--- src/rtl/fp16_pkg.sv ---
// Shared definitions for the FP16 normalize-and-pack block.
//   EXP_W / FRAC_W / MANT_W : exponent, fraction and unnormalized mantissa widths
//   EXP_INF                 : all-ones exponent (Inf/NaN encoding)
//   state_t                 : normalizer FSM state encoding
package fp16_pkg;

  localparam int EXP_W  = 5;
  localparam int FRAC_W = 10;
  localparam int MANT_W = 21;

  localparam logic [EXP_W-1:0] EXP_INF = 5'h1F;

  typedef enum logic [1:0] {
    ST_IDLE  = 2'd0,
    ST_SHIFT = 2'd1,
    ST_DONE  = 2'd2
  } state_t;

endpackage

--- src/rtl/fp16_round_pack.sv ---
// Combinational round-to-nearest-even and FP16 packing of a normalized
// (or subnormal) mantissa/exponent pair.
//   sign    : result sign
//   exp     : biased exponent belonging to mant[20]
//   mant    : bit 20 hidden one, 19:10 fraction, 9 guard, 8:0 sticky
//   data    : packed {sign, exp[4:0], frac[9:0]}
//   ovf     : rounding carried a finite value up to infinity
//   inexact : guard or sticky bits were nonzero
module fp16_round_pack
  import fp16_pkg::*;
(
  input  logic              sign,
  input  logic [EXP_W-1:0]  exp,
  input  logic [MANT_W-1:0] mant,
  output logic [15:0]       data,
  output logic              ovf,
  output logic              inexact
);

  logic                      guard;
  logic                      sticky;
  logic                      up;
  logic [FRAC_W-1:0]         frac;
  logic [EXP_W-1:0]          e_field;
  logic [EXP_W+FRAC_W-1:0]   sum;

  always_comb begin
    guard   = mant[9];
    sticky  = |mant[8:0];
    frac    = mant[19:10];
    // Without the hidden one the value is subnormal: exponent field is 0.
    e_field = mant[20] ? exp : '0;
    up      = guard & (sticky | frac[0]);
    // One 15-bit add lets a fraction carry ripple into the exponent field,
    // which also turns a maximal subnormal into the smallest normal.
    sum     = {e_field, frac} + {{(EXP_W+FRAC_W-1){1'b0}}, up};

    data    = '0;
    ovf     = 1'b0;
    inexact = 1'b0;

    if (exp == EXP_INF) begin
      // Inf/NaN passes through untouched, no rounding.
      data = {sign, EXP_INF, frac};
    end else if (mant == '0) begin
      data = {sign, 15'h0};
    end else if (sum[EXP_W+FRAC_W-1:FRAC_W] == EXP_INF) begin
      data    = {sign, EXP_INF, {FRAC_W{1'b0}}};
      ovf     = 1'b1;
      inexact = guard | sticky;
    end else begin
      data    = {sign, sum};
      inexact = guard | sticky;
    end
  end

endmodule

--- src/rtl/fp16_norm_pack.sv ---
// Normalizes an unnormalized FP16 intermediate one left-shift per cycle,
// then rounds and packs it. One item in flight at a time.
//   clk, rst                      : clock, synchronous active-high reset
//   in_valid/in_ready             : input handshake
//   in_sign/in_exp/in_mant        : unnormalized result (mant bit 20 = hidden one)
//   out_valid/out_ready           : output handshake
//   out_data/out_ovf/out_inexact  : packed FP16 result and flags
//   dbg_state                     : current FSM state
//
// Handshakes: a transfer happens on a rising edge where valid and ready are
// both 1; out_valid, once raised, stays high with stable data/flags until
// that transfer, and in_ready is high only while no item is held.
module fp16_norm_pack
  import fp16_pkg::*;
(
  input  logic              clk,
  input  logic              rst,
  input  logic              in_valid,
  output logic              in_ready,
  input  logic              in_sign,
  input  logic [EXP_W-1:0]  in_exp,
  input  logic [MANT_W-1:0] in_mant,
  output logic              out_valid,
  input  logic              out_ready,
  output logic [15:0]       out_data,
  output logic              out_ovf,
  output logic              out_inexact,
  output logic [1:0]        dbg_state
);

  state_t            state;
  logic              sign_q;
  logic [EXP_W-1:0]  exp_q;
  logic [MANT_W-1:0] mant_q;
  logic              do_shift;

  logic [15:0]       rp_data;
  logic              rp_ovf;
  logic              rp_inexact;

  assign in_ready  = (state == ST_IDLE);
  assign out_valid = (state == ST_DONE);
  assign dbg_state = state;

  // Keep shifting while the hidden one is missing and the exponent can still
  // drop without leaving the normal range; Inf/NaN is never shifted.
  assign do_shift = (mant_q != '0) && !mant_q[MANT_W-1] &&
                    (exp_q > 5'd1) && (exp_q != EXP_INF);

  fp16_round_pack u_round_pack (
    .sign    (sign_q),
    .exp     (exp_q),
    .mant    (mant_q),
    .data    (rp_data),
    .ovf     (rp_ovf),
    .inexact (rp_inexact)
  );

  always_ff @(posedge clk) begin
    if (rst) begin
      state       <= ST_IDLE;
      sign_q      <= 1'b0;
      exp_q       <= '0;
      mant_q      <= '0;
      out_data    <= 16'h0;
      out_ovf     <= 1'b0;
      out_inexact <= 1'b0;
    end else begin
      case (state)
        ST_IDLE: begin
          if (in_valid) begin
            sign_q <= in_sign;
            mant_q <= in_mant;
            // Exponent 0 and 1 share the same scale (subnormal encoding).
            exp_q  <= (in_exp == '0) ? 5'd1 : in_exp;
            state  <= ST_SHIFT;
          end
        end
        ST_SHIFT: begin
          if (do_shift) begin
            mant_q <= {mant_q[MANT_W-2:0], 1'b0};
            exp_q  <= exp_q - 5'd1;
          end else begin
            out_data    <= rp_data;
            out_ovf     <= rp_ovf;
            out_inexact <= rp_inexact;
            state       <= ST_DONE;
          end
        end
        ST_DONE: begin
          if (out_ready) state <= ST_IDLE;
        end
        default: state <= ST_IDLE;
      endcase
    end
  end

endmodule
--- config.mk ---
export PLATFORM = sky130hd
export DESIGN_NAME = fp16_norm_pack
export DESIGN_NICKNAME = d
export VERILOG_FILES = /design/src/rtl/fp16_pkg.sv /design/src/rtl/fp16_round_pack.sv /design/src/rtl/fp16_norm_pack.sv
export SDC_FILE = /design/constraint.sdc
export NUM_CORES = 1
export LEC_CHECK = 0
export BUFFER_PORTS_ARGS = -buffer_cell sky130_fd_sc_hd__buf_4
export CAP_MARGIN = 20
export CORE_AREA = 10 10 62 115
export CTS_CLUSTER_DIAMETER = 120
export DETAILED_ROUTE_END_ITERATION = 16
export DIE_AREA = 0 0 72 125
export HOLD_SLACK_MARGIN = 0.06
export PLACE_DENSITY = 0.79
export SETUP_SLACK_MARGIN = 0.2
export SKIP_LAST_GASP = 1
export SYNTH_ARGS = -nofsm -noshare
export SYNTH_HDL_FRONTEND = slang
export SYNTH_SLANG_ARGS = --single-unit
export TNS_END_PERCENT = 1
--- constraint.sdc ---
create_clock -name clk -period 2.29 [get_ports clk]
set_input_delay 0.458 -clock clk [delete_from_list [all_inputs] [get_ports clk]]
set_output_delay 0.458 -clock clk [all_outputs]
set_load 0.02 [all_outputs]
==> results.json <==
{
  "status": "completed",
  "leakage_uw": 0.001314,
  "vias_per_cell": 6.327,
  "fp.dieArea_sq_um": 9000,
  "cts_buffers": 5,
  "critPathArrivalTime_ns": 2.29,
  "synth_top_area_share_pct": 32.30,
  "grt_first_pass_wirelength_mm": 14.11,
  "cp_num_cells": 7,
  "criticalPathCategory": "flop to flop",
  "synth_edf_count": 0,
  "setup_violations": 0,
  "finalNonFillerCells": 456,
  "filler_cell_count": 479,
  "first_pass_iters": 5,
  "num_vias": 2885,
  "clock.fmax_ghz": 0.4858,
  "final_util_pct": 66.45,
  "max_cap_violations": 0,
  "period_share_pct": 89.89,
  "clock_sinks": 47,
  "hold_depth": 3,
  "grt_pass1_vias": 2912,
  "grt_overflow_total": 0,
  "cp_cell_sequence": "buf_4 -> nor4_4 -> and3_4 -> a21boi_4 -> buf_4 -> or4_1 -> o32ai_1",
  "dp_hpwl_mm": 6.259,
  "wire_per_inst_um": 18.52,
  "r2r_cells": 7,
  "preCtsSetupSlack_ns": -0.04257,
  "async_flop_share_pct": 0,
  "diodes": 0,
  "netlist_top_cells_area": "dfxtp_1 32%, a311oi_1 7.8%, nand2_1 7.1%",
  "rsz0062_at_grt": "yes",
  "ys_seq_area_share_pct": 32.30,
  "syn_to_final_growth_pct": 21.48,
  "slowest_stage": "or4_1",
  "path_clk_slew_ns": 0.10,
  "cp_top_family": "simple AND/OR/NAND/NOR gates",
  "nNetsFinal": 430,
  "synthTopCellsByCount": "55 x nand2_1, 47 x dfxtp_1, 27 x a21oi_1, 26 x a311oi_1, 26 x nor3_1",
  "track_usage_pct": 18.51,
  "hold_path_class": "input pin to flop",
  "slew_headroom_pct": 62.09,
  "path_max_fanout": 6,
  "die_y_um": 125,
  "startpoint_type": "flop",
  "vdd_ir_drop_max_mv": 0.5979,
  "yosysMostFrequentCell": "nand2_1",
  "drtIter0Drc": 228,
  "io_pins": 53,
  "routabilityCongestion": 0.9491,
  "placed_area_sq_um": 3269,
  "cts_root_buffer": "clkbuf_8",
  "worst_pin_slew_ns": 0.5687,
  "antenna_found_initial": 0,
  "r2r-start": "mant_q[10]",
  "path_buf_inv": 2,
  "synth_area_sq_um": 2913,
  "yosys_warnings": 0,
  "drv_slew": 0,
  "holdPathEnd": "mant_q[0]",
  "drc": 0,
  "grt_max_degree": 54,
  "end_kind": "flop",
  "fin_crit_ns": 2.058,
  "avgSynthCellArea_sq_um": 8.275,
  "synth_cells": 352,
  "syn_nets": 387,
  "core_sq_um": 5325,
  "ys_ff_latch": 47,
  "hp-start": "in_mant[0]",
  "routed_wirelength_mm": 8.443,
  "port_buffers": 52,
  "clkLatencyLatePin_ns": 0.32,
  "rows": 38,
  "synth_flop_cell": "dfxtp_1",
  "place_inst": 444,
  "fin_area_sq_um": 3538,
  "cts_buffer_depth": 2,
  "clock_skew_ns": 0.01444,
  "cp_common_cell": "buf_4",
  "start_util_pct": 54.70,
  "regToRegSetupSlack_ns": 0.23,
  "tritoncts": "done",
  "worstPathRequired_ns": 2.52,
  "htree_num_levels": 2,
  "p_per_area_nw_per_um2": 885.5,
  "yosysTopAreaCell": "dfxtp_1",
  "cpPeakStageDelay_ns": 0.49,
  "drive_gt1_share_pct": 32.83,
  "die_x_um": 72,
  "finalHoldViolCount": 0,
  "r2r-end": "out_data[2]",
  "synth_cell_types": 64,
  "ant_nets": 0,
  "setup_ws_ns": 0.2316
}
layer usage:
metal  wire length [um]  share of wire, %  track usage [%]  up-vias
met1               3221                38            20.18     1346
met4                239               2.8            8.820        0
li1                   -                 -                -     1411
met3                440               5.2            3.721       21
met2               4542                54            32.46      107
met5                  0                 0                0        -
cell usage in the layout (no fill, tap or decap), types with 2 or more instances in the layout:
cell type and n:
a2111oi_2 2, a211oi_1 10, a21oi_1 26, a21oi_2 2, a311oi_1 26, a32oi_1 3, and2_1 2, and3_1 3
buf_12 3, buf_4 69, clkbuf_8 5, dfxtp_1 35, dfxtp_2 11, ha_1 3, inv_1 5, nand2_1 55
nand2b_1 2, nand3_1 15, nand3_2 3, nand4_1 4, nand4_2 3, nor2_1 12, nor2b_1 3, nor3_1 26
nor4_1 4, nor4_2 3, nor4_4 3, o21ai_0 7, o31a_1 2, o32ai_1 2, or4_1 2, xnor2_1 3
xor2_1 4
kinds of logic (layout without fill, tap and decap cells):
kind of cell | Yosys count | in the layout | synth area share, %
simple gates | 153 | 153 | 27.45
compound gates | 98 | 98 | 25.90
flops | 47 | 47 | 32.30
buf+inv | 42 | 86 | 10.14
xor+xnor | 7 | 7 | 2.105
fa+ha+maj | 4 | 4 | 1.718
mux | 1 | 1 | 0.3866
report_power, final:
group          internal (uW)  total, uW  switching [uW]
clock                    329        649             320
combinational            586       1300             713
sequential               972       1190             214
total                   1890       3130            1250
state kept, by name (all words and copies together), names as in the netlist:
| name | flops |
|---|---|
| exp_q | 5 |
| sign_q | 1 |
| dbg_state | 2 |
| out_inexact | 1 |
| mant_q | 21 |
| out_ovf | 1 |
| out_data | 16 |
cell type report:
type,count,area (sq um),area share (%)
Tap cell,60,75.07,2.122
Clock buffer,5,68.82,1.945
Sequential cell,47,958.4,27.09
Timing Repair Buffer,73,589.3,16.65
Inverter,5,18.77,0.5304
Multi-Input combinational cell,263,1782,50.35
Clock inverter,3,46.29,1.308
through the flow:
| stage | TNS (ns) | total power, uW | hold WS [ns] |
|---|---|---|---|
| floorplan | 0 | 2005 | 0.4339 |
| global placement | 0 | 2318 | 0.4452 |
| detailed placement | -0.1652 | 2358 | 0.4514 |
| CTS | 0 | 3063 | 0.3889 |
| global route | 0 | 3318 | 0.3920 |
| finish | 0 | 3133 | 0.3879 |
repair_timing:
action,in CTS,in global routing
buffers inserted,2,2
hold buffers,0,0
pin swaps,2,3
resized for setup,11,21
setup endpoints to repair,35,37
worst register-to-register path: cells and delay by family (launching register included):
family	cells	cell delay (ns)
flip-flops	1	0.35
AND/OR/NAND/NOR	3	1.11
buffers and inverters	2	0.31
AO/OA/AOI/OAI	2	0.20
worst max-delay path by stage:
stage | startpoint | slack (ns) | endpoint
finish | mant_q[10] | 0.23 | out_data[2]
global route | exp_q[1] | 0.13 | mant_q[7]
CTS | mant_q[5] | 0.18 | exp_q[2]
detailed placement | mant_q[10] | -0.04 | out_data[14]
global placement | mant_q[10] | 0.10 | out_data[9]
floorplan | exp_q[1] | 0.26 | mant_q[1]
(Power assumes the default switching activity.)
